### config.mk
export PLATFORM = sky130hd
export DESIGN_NAME = round_timer
export DESIGN_NICKNAME = d
export VERILOG_FILES = /design/src/rtl/game_pkg.sv /design/src/rtl/round_timer_tick_prescaler.sv /design/src/rtl/round_timer.sv
export SDC_FILE = /design/constraint.sdc
export NUM_CORES = 1
export LEC_CHECK = 0
export BUFFER_PORTS_ARGS = -buffer_cell sky130_fd_sc_hd__buf_2
export CAP_MARGIN = 20
export CORE_MARGIN = 1
export CORE_UTILIZATION = 26
export DETAILED_ROUTE_END_ITERATION = 6
export GPL_TIMING_DRIVEN = 0
export MAX_ROUTING_LAYER = met4
export PLACE_DENSITY_LB_ADDON = 0.15
export SLEW_MARGIN = 30
export SYNTH_ARGS = -nofsm -noshare
export SYNTH_HDL_FRONTEND = slang
export SYNTH_SLANG_ARGS = --single-unit
### constraint.sdc
create_clock -name clk -period 2.15 [get_ports clk]
set_input_delay 0.215 -clock clk [delete_from_list [all_inputs] [get_ports clk]]
set_output_delay 0.215 -clock clk [all_outputs]
set_load 0.005 [all_outputs]
### src/rtl/game_pkg.sv
// Shared game definitions: state encoding, controller mode codes and round
// limits. The game controller reuses the mode codes from here.
package game_pkg;

  localparam int unsigned SEC_W = 7;

  typedef enum logic [1:0] {
    ST_IDLE    = 2'd0,
    ST_PAUSED  = 2'd1,
    ST_RUNNING = 2'd2,
    ST_EXPIRED = 2'd3
  } state_e;

  typedef enum logic [1:0] {
    MODE_30     = 2'b00,
    MODE_60     = 2'b01,
    MODE_90     = 2'b10,
    MODE_LOGOUT = 2'b11
  } mode_e;

  localparam logic [SEC_W-1:0] LIMIT_30 = SEC_W'(30);
  localparam logic [SEC_W-1:0] LIMIT_60 = SEC_W'(60);
  localparam logic [SEC_W-1:0] LIMIT_90 = SEC_W'(90);

  // Round length for a load code; the logout code carries no time.
  function automatic logic [SEC_W-1:0] mode_limit(input logic [1:0] mode);
    case (mode)
      MODE_30: return LIMIT_30;
      MODE_60: return LIMIT_60;
      MODE_90: return LIMIT_90;
      default: return '0;
    endcase
  endfunction

endpackage

### src/rtl/round_timer_tick_prescaler.sv
// tick_prescaler: divides clk down to a one-second wrap strobe.
// Ports:
//   clk   - system clock
//   rst   - synchronous active-high reset, clears the count
//   clear - synchronous clear (restart of a round), beats run
//   run   - advance the count this cycle
//   wrap  - high in the cycle the count sits at TICK_CYCLES-1 while running;
//           the count returns to 0 on the following edge
module tick_prescaler #(
  parameter int unsigned TICK_CYCLES = 100000000
) (
  input  logic clk,
  input  logic rst,
  input  logic clear,
  input  logic run,
  output logic wrap
);

  // Minimum width that holds TICK_CYCLES-1.
  localparam int unsigned CNT_W = (TICK_CYCLES > 2) ? $clog2(TICK_CYCLES) : 1;
  localparam logic [CNT_W-1:0] LAST = CNT_W'(TICK_CYCLES - 1);

  logic [CNT_W-1:0] cnt_q;
  logic [CNT_W-1:0] cnt_d;

  assign wrap = run && (cnt_q == LAST);

  // Next count: clear wins, otherwise count only while running.
  always_comb begin
    cnt_d = cnt_q;
    if (clear) begin
      cnt_d = '0;
    end else if (run) begin
      cnt_d = wrap ? '0 : cnt_q + CNT_W'(1);
    end
  end

  always_ff @(posedge clk) begin
    if (rst) begin
      cnt_q <= '0;
    end else begin
      cnt_q <= cnt_d;
    end
  end

endmodule

### src/rtl/round_timer.sv
// round_timer: per-round countdown for the game controller.
// Ports:
//   clk           - system clock, rising edge
//   rst           - synchronous active-high reset, overrides everything
//   ReconfigTimer - one-cycle load strobe; mode selects 30/60/90 s or unload
//   mode          - limit select, sampled only with ReconfigTimer
//   enable        - level: high runs the countdown, low pauses it
//   Timeout       - high while the round has expired
//   seconds_left  - remaining whole seconds
//   tick          - one-cycle pulse after each one-second decrement
//   Warning       - high while paused/running with 0 < seconds_left <= WARN_SECS
module round_timer
  import game_pkg::*;
#(
  parameter int unsigned TICK_CYCLES = 100000000,
  parameter int unsigned WARN_SECS   = 5
) (
  input  logic             clk,
  input  logic             rst,
  input  logic             ReconfigTimer,
  input  logic [1:0]       mode,
  input  logic             enable,
  output logic             Timeout,
  output logic [SEC_W-1:0] seconds_left,
  output logic             tick,
  output logic             Warning
);

  localparam int unsigned SEC_MAX = (1 << SEC_W) - 1;
  localparam logic [SEC_W-1:0] WARN_LVL =
    (WARN_SECS > SEC_MAX) ? SEC_W'(SEC_MAX) : SEC_W'(WARN_SECS);

  state_e           state_q;
  logic [SEC_W-1:0] sec_q;
  logic [SEC_W-1:0] sec_dec;
  logic             tick_q;
  logic             timeout_q;
  logic             warn_q;
  logic             run;
  logic             wrap;

  function automatic logic warn_for(input logic [SEC_W-1:0] s);
    return (s != '0) && (s <= WARN_LVL);
  endfunction

  // Prescaler advances only on cycles that actually count down, so a pause
  // (including the cycle that drops into PAUSED) leaves its phase untouched.
  assign run = (state_q == ST_RUNNING) && enable;

  tick_prescaler #(
    .TICK_CYCLES (TICK_CYCLES)
  ) u_prescaler (
    .clk   (clk),
    .rst   (rst),
    .clear (ReconfigTimer),
    .run   (run),
    .wrap  (wrap)
  );

  assign sec_dec = sec_q - SEC_W'(1);

  // Round FSM with registered outputs; reload beats every other event.
  always_ff @(posedge clk) begin
    if (rst) begin
      state_q   <= ST_IDLE;
      sec_q     <= '0;
      tick_q    <= 1'b0;
      timeout_q <= 1'b0;
      warn_q    <= 1'b0;
    end else if (ReconfigTimer) begin
      tick_q    <= 1'b0;
      timeout_q <= 1'b0;
      if (mode == MODE_LOGOUT) begin
        state_q <= ST_IDLE;
        sec_q   <= '0;
        warn_q  <= 1'b0;
      end else begin
        state_q <= ST_PAUSED;
        sec_q   <= mode_limit(mode);
        warn_q  <= warn_for(mode_limit(mode));
      end
    end else begin
      tick_q <= 1'b0;
      case (state_q)
        ST_IDLE: begin
          sec_q     <= '0;
          timeout_q <= 1'b0;
          warn_q    <= 1'b0;
        end
        ST_PAUSED: begin
          if (enable) begin
            state_q <= ST_RUNNING;
          end
          warn_q <= warn_for(sec_q);
        end
        ST_RUNNING: begin
          if (!enable) begin
            state_q <= ST_PAUSED;
          end else if (wrap && (sec_q != '0)) begin
            // Last decrement lands in EXPIRED on the same edge.
            sec_q  <= sec_dec;
            tick_q <= 1'b1;
            if (sec_dec == '0) begin
              state_q   <= ST_EXPIRED;
              timeout_q <= 1'b1;
              warn_q    <= 1'b0;
            end else begin
              warn_q <= warn_for(sec_dec);
            end
          end
        end
        ST_EXPIRED: begin
          sec_q     <= '0;
          timeout_q <= 1'b1;
          warn_q    <= 1'b0;
        end
        default: begin
          state_q   <= ST_IDLE;
          sec_q     <= '0;
          timeout_q <= 1'b0;
          warn_q    <= 1'b0;
        end
      endcase
    end
  end

  assign Timeout      = timeout_q;
  assign seconds_left = sec_q;
  assign tick         = tick_q;
  assign Warning      = warn_q;

endmodule

==> out/results.ini, run 1 <==
[status]
outcome=complete, but fails checks
violations=negative setup slack

[critical_path]
path_cells=or4b_4, or2_1, or4_4, buf_8, nand2_8, clkbuf_16, nor2_1
crit_arrival_ps=2390
worstSetupPathType=flop to flop
slowest_delay_ps=540
worstPathMaxFanout=7
start_kind=flop
crit_required_ps=2330
crit_path_end_kind=flop
cpMaxStageDelayCell=or4b_4

[die]
die_area_um2=8758
die_width_um=93.59
core-area_um2=8175
ios=16
dieHeight_um=93.59
num_rows=33
start_util_pct=26.68

[timing]
tightest_slew_ps=795.0
fin_crit_sh_pct=102.7
timing_hold_violations_final=0
final_max_slew_viol_count=0
setup_ws_ps=-57.51
setup_viol=28
clock_skew_ps=4.874
fmax_mhz=453.0
max_slew_margin_pct=46.80
fin_crit_ps=2208
fin_tns_setup_ps=-1028
grt_setup_unrepaired=yes

[detailed_routing]
drtAntennaViolNets=0
avgRoutedWirePerCell_um=13.65
routed_wl_um=5557
drt_iter0_drc=61
routed_via_density=4.899
routed-via-count=1994
remaining_drc_errors=0
drt_first_pass_iters=4

[flow_run]
max-cap-violations=0

[power]
worst_ir_drop_vdd_mv=0.2402
p_leak_nw=0.9359
power_density_nw_per_um2=522.0

[final_layout]
final_area_um2=2758
final_nets=315
drive_gt1_share_pct=21.85
antenna-diode-count=0
fill_cells=882
area_growth_pct=26.45

[global_routing]
first_global_vias=1850
grt_max_degree=12
grt_first_pass_wirelength_um=9094
grtUsageTotal_pct=13.74
overflow=0
antenna_found_initial=0

[synthesis]
synth_seq_area_share_pct=35.80
synthFlopType=dfxtp_1
synth_edf_count=0
synth_top_cell_area_share_pct=35.80
yosysMostFrequentCell=dfxtp_1
syn_inst=267
avgSynthCellArea_um2=8.168
ys_async_sr_fraction_pct=0
yosys_register_bits=39
netlist_top_cells_area=dfxtp_1, xnor2_1, nor2_1, ha_1, nand2_1
ys_top_cells_by_count=dfxtp_1, nor2_1, nand2_1
yosysWarnings=0
synth_top_area_cell=dfxtp_1
synth_area_um2=2181
synth.distinct_cells=49
syn-num-nets=281

[min_path]
hold_path.class=input port to flop

[cts]
cts_max_level=2
clk_pin_slew_worst_paths_ps=80
ctsRootBufferMaster=clkbuf_8
insertion_delay_ps=290
cts_tree=built
clockBufferDepth=2
numCtsBuffers=5
hold_buffers=0
clock-sinks=39

[place]
dpl.hpwl_um=3818
post_dp_cell_area_um2=2394
port_buffers=15
routabilityCongestion=0.7944

## repair_timing
action | CTS | global route
buffers inserted | 7 | 4
gates resized for setup | 28 | 13
pin swaps | 5 | 2
gates cloned | 0 | 2
endpoints found under the setup margin | 39 | 39
## cells by family after synthesis
kind of cell	Yosys count	synth area share (%)
AOI/OAI and AO/OA	42	13.20
xor gates and xnor gates	27	10.84
adders and majority gates	8	4.590
buffers and inverters	22	3.901
DFF	39	35.80
and+or+nand+nor	129	31.67
## where the power goes
group	total [mW]	leakage [nW]	switching [mW]	internal (mW)
Combinational	0.200	0.574	0.113	0.0878
Clock	0.491	0.0422	0.263	0.228
Sequential	0.748	0.320	0.0171	0.731
## placed cells by master (no fill, tap or decap), drive strengths merged, types with 3 or more instances in the layout
master	Yosys	final
and3	4	4
nand2	23	23
and4	5	5
a21o	3	3
xor2	9	9
a31oi	7	7
dfxtp	39	39
clkbuf	7	14
inv	12	12
xnor2	18	18
or4	3	3
nor3	7	7
nor2	39	39
nor4	9	9
nand3	11	11
o21ai	5	5
a22oi	3	3
ha	8	8
and2	4	4
buf	3	30
nand4	12	12
a21oi	10	10
## routing by layer
| layer | track usage (%) | routed length, um |
|---|---|---|
| met3 | 2.764 | 146 |
| met5 | - | 0 |
| met2 | 21.75 | 2615 |
| met4 | 4.744 | 65 |
| met1 | 17.41 | 2729 |
## flip-flops by register name (all words and copies together) (netlist names)
signal / cells
seconds_left: 7
Timeout: 1
tick: 1
Warning: 1
state_q: 2
u_prescaler.cnt_q: 27
## metrics by stage
stage | util (%) | std cells | hold WS [ps] | power (mW) | setup slack (ps)
floorplan | - | 267 | 410.5 | 0.8800 | 2.098
global placement | 29.28 | 387 | 470.5 | 0.9341 | -321.9
detailed placement | 29.28 | 387 | 480.9 | 0.9334 | -320.8
CTS | 32.23 | 402 | 245.7 | 1.449 | -75.85
global route | 33.73 | 407 | 280.0 | 1.528 | -119.5
finish | 33.73 | 407 | 256.1 | 1.440 | -57.51
## worst paths after layout
| kind | startpoint | endpoint | slack [ps] | cells past startpoint |
|---|---|---|---|---|
| worst max-delay path | u_prescaler.cnt_q[8] | u_prescaler.cnt_q[23] | -60 | 7 |
| worst min-delay path | rst | seconds_left[1] | 260 | 4 |
| worst max register to register | u_prescaler.cnt_q[8] | u_prescaler.cnt_q[23] | -60 | 7 |
| worst min register to register | u_prescaler.cnt_q[1] | u_prescaler.cnt_q[1] | 480 | 2 |
## layout make-up
type | instances | area, um2 | share of cell area (%)
clock buffers | 7 | 76.32 | 2.768
inverters | 12 | 45.04 | 1.633
clock inverters | 1 | 5.005 | 0.1815
flip-flops and latches | 39 | 795.8 | 28.86
repair buffers | 28 | 222.7 | 8.076
plain buffers | 9 | 67.56 | 2.450
well taps | 105 | 131.4 | 4.764
multi-input cells | 206 | 1414 | 51.27
## critical path: cells and delay by family (launching register included)
family	cells	cell delay (ps)
buf+inv	2	320
flops	1	350
simple gates	5	1450
No activity file was read; power rests on OpenSTA's default activity.
==> inputs of run 2 (changes only) <==
--- a/config.mk
+++ b/config.mk
@@ -12,7 +12,7 @@
 export DETAILED_ROUTE_END_ITERATION = 6
 export GPL_TIMING_DRIVEN = 0
 export MAX_ROUTING_LAYER = met4
-export PLACE_DENSITY_LB_ADDON = 0.15
+export PLACE_DENSITY = 0.43
 export SLEW_MARGIN = 30
 export SYNTH_ARGS = -nofsm -noshare
 export SYNTH_HDL_FRONTEND = slang
==> run 2 against run 1 <==
  * The run still ends with negative setup slack left
  * Sequential share of layout area decreased by 0.96 points
  * Critical path depth increased by 1
  * Worst setup slack got worse by 65 ps
  * Maximum frequency decreased by 2.8%
  * Sequential cell count unchanged
  * Via count increased by 3.1%
  * Final area increased by 2.9%
  * Routed wire length increased by 4.9%
  * Global-route usage increased by 1.2 points
  * Combinational power increased by 11%
  * Largest cell class unchanged
  * Largest power group unchanged
==> out/results.ini, run 2 (synthesis gave the netlist of run 1 again) <==
[status]
outcome=complete, but fails checks  ; unchanged
violations=negative setup slack  ; unchanged

[detailed_routing]
remaining_drc_errors=0  ; unchanged
routed_wl_um=5829  ; was 5557 um
avgRoutedWirePerCell_um=14.18  ; was 13.65 um
routed-via-count=2055  ; was 1994
routed_via_density=5.000  ; was 4.899
drt_first_pass_iters=4  ; unchanged
drt_iter0_drc=78  ; was 61
drtAntennaViolNets=0  ; unchanged

[critical_path]
worstSetupPathType=flop to flop  ; unchanged
crit_path_end_kind=flop  ; unchanged
rr_endpoint=u_prescaler.cnt_q[25]  ; was u_prescaler.cnt_q[23]
worstPathMaxFanout=7  ; unchanged
crit_arrival_ps=2460  ; was 2390 ps
r2r-start=u_prescaler.cnt_q[8]  ; unchanged
crit_required_ps=2340  ; was 2330 ps
ff2ff_setup_slack_ps=-120  ; was -60 ps
reg2reg_depth=8  ; was 7
start_kind=flop  ; unchanged

[final_layout]
fill_cells=860  ; was 882
final_common_cell=nor2_1  ; unchanged
ff_latch_area_um2=792.0  ; was 795.8 um2
mostFrequentLayoutCells=nor2_1, dfxtp_1, nand2_1  ; unchanged
area_growth_pct=30.18  ; was 26.45%
final_nets=320  ; was 315
reg_top3=u_prescaler.cnt_q (27), seconds_left (7), state_q (2)  ; unchanged
largest_reg_flops=27  ; unchanged
drive_gt1_share_pct=21.90  ; was 21.85%
antenna-diode-count=0  ; unchanged
regMostFlops=u_prescaler.cnt_q  ; unchanged
multiInputGateArea_um2=1419  ; was 1414 um2

[min_path]
holdPathStages=4  ; unchanged
worstHoldStart=rst  ; unchanged
hold_path.class=input port to flop  ; unchanged
whs_endpoint=seconds_left[1]  ; unchanged

[timing]
hold_slack_ps=279.1  ; was 256.1 ps
timing_hold_violations_final=0  ; unchanged
setup_ws_ps=-122.2  ; was -57.51 ps
fin_tns_setup_ps=-2909  ; was -1028 ps
fin_crit_sh_pct=105.7  ; was 102.7%
fin_crit_ps=2272  ; was 2208 ps
fmax_mhz=440.1  ; was 453.0 MHz
tightest_slew_ps=895.1  ; was 795.0 ps
clock_skew_ps=5.653  ; was 4.874 ps
grt_setup_unrepaired=yes  ; unchanged
final_max_slew_viol_count=0  ; unchanged
setup_viol=36  ; was 28
max_slew_margin_pct=40.11  ; was 46.80%

[cts]
cts_max_level=2  ; unchanged
hold_buffers=0  ; unchanged
clock-sinks=39  ; unchanged
numCtsBuffers=5  ; unchanged
cts_tree=built  ; unchanged
ctsRootBufferMaster=clkbuf_8  ; unchanged
clockBufferDepth=2  ; unchanged
insertion_delay_ps=290  ; about the same
clk_pin_slew_worst_paths_ps=80  ; about the same

[place]
port_buffers=15  ; unchanged
routabilityCongestion=0.7913  ; was 0.7944
dpl.hpwl_um=3944  ; was 3818 um

[global_routing]
first_global_vias=1970  ; was 1850
grt_first_pass_wirelength_um=9970  ; was 9094 um
overflow=0  ; unchanged
grtUsageTotal_pct=14.92  ; was 13.74%
antenna_found_initial=0  ; unchanged
grt_max_degree=12  ; unchanged

[power]
p_leak_nw=0.9859  ; was 0.9359 nW
power_density_nw_per_um2=554.5  ; was 522.0 nW/um2
worst_ir_drop_vdd_mv=0.3523  ; was 0.2402 mV

[flow_run]
max-cap-violations=0  ; unchanged

[die]
dieHeight_um=93.59  ; unchanged
die_width_um=93.59  ; unchanged
core-area_um2=8175  ; unchanged
num_rows=33  ; unchanged
start_util_pct=26.68  ; unchanged
ios=16  ; unchanged
die_area_um2=8758  ; unchanged

==> run 2: worst max-delay path by stage <==
stage	cells after the start	end	slack [ps]	start
2_1_floorplan	7	u_prescaler.cnt_q[26]	2	u_prescaler.cnt_q[8]
3_3_place_gp	8	u_prescaler.cnt_q[22]	-320	state_q[1]
3_5_place_dp	8	u_prescaler.cnt_q[22]	-370	state_q[1]
4_1_cts	7	Warning	-120	u_prescaler.cnt_q[8]
5_1_grt	8	u_prescaler.cnt_q[25]	-210	u_prescaler.cnt_q[8]
6_report	8	u_prescaler.cnt_q[25]	-120	u_prescaler.cnt_q[8]
==> run 2: stage by stage <==
stage	area, um2	worst slack [ps]	instances	power, mW	utilization, %
after floorplan	2187	2.098	267	0.8800	-
after detailed placement	2394	-368.3	387	0.9357	29.28
final	2839	-122.2	411	1.574	34.73
after CTS	2780	-119.4	408	1.583	34.01
after global placement	2394	-321.8	387	0.9372	29.28
after global routing	2839	-214.2	411	1.652	34.73
==> run 2: critical path, stage by stage, from the launching register on <==
cell     delay, ps
dfxtp_4        350
or4b_4         510
or2_0          220
or4_1          550
buf_8          180
nand2_8        100
buf_6          120
buf_16         100
nor2_1          40
==> run 2: area by class of cell <==
type                            count  area share, %
Timing Repair Buffer               32          9.784
Tap cell                          105          4.628
Buffer                             10          2.512
Clock inverter                      1          1.058
Inverter                           12          1.587
Clock buffer                        6          2.556
Sequential cell                    39          27.90
Multi-Input combinational cell    206          49.98
==> run 2: routing by layer <==
metal	global-route usage (%)	share of wire, %	up-vias
met2	22.98	48	40
met3	2.683	3.0	4
met1	20.30	49	975
met4	3.462	0.21	0
met5	-	0	-
li1	-	-	1036
==> run 2: what timing repair did <==
| action | CTS | global route |
|---|---|---|
| hold endpoints to repair | 0 | 0 |
| setup endpoints to repair | 39 | 38 |
| gates cloned | 2 | 0 |
| pin swaps | 18 | 7 |
| setup buffers | 12 | 3 |
| gates resized for setup | 36 | 8 |
==> run 2: where the power goes <==
| part | switching [mW] | leakage (nW) | internal (mW) |
|---|---|---|---|
| combinational | 0.122 | 0.615 | 0.0996 |
| clock | 0.265 | 0.0513 | 0.341 |
| sequential | 0.0143 | 0.319 | 0.732 |
| total | 0.401 | 0.986 | 1.17 |
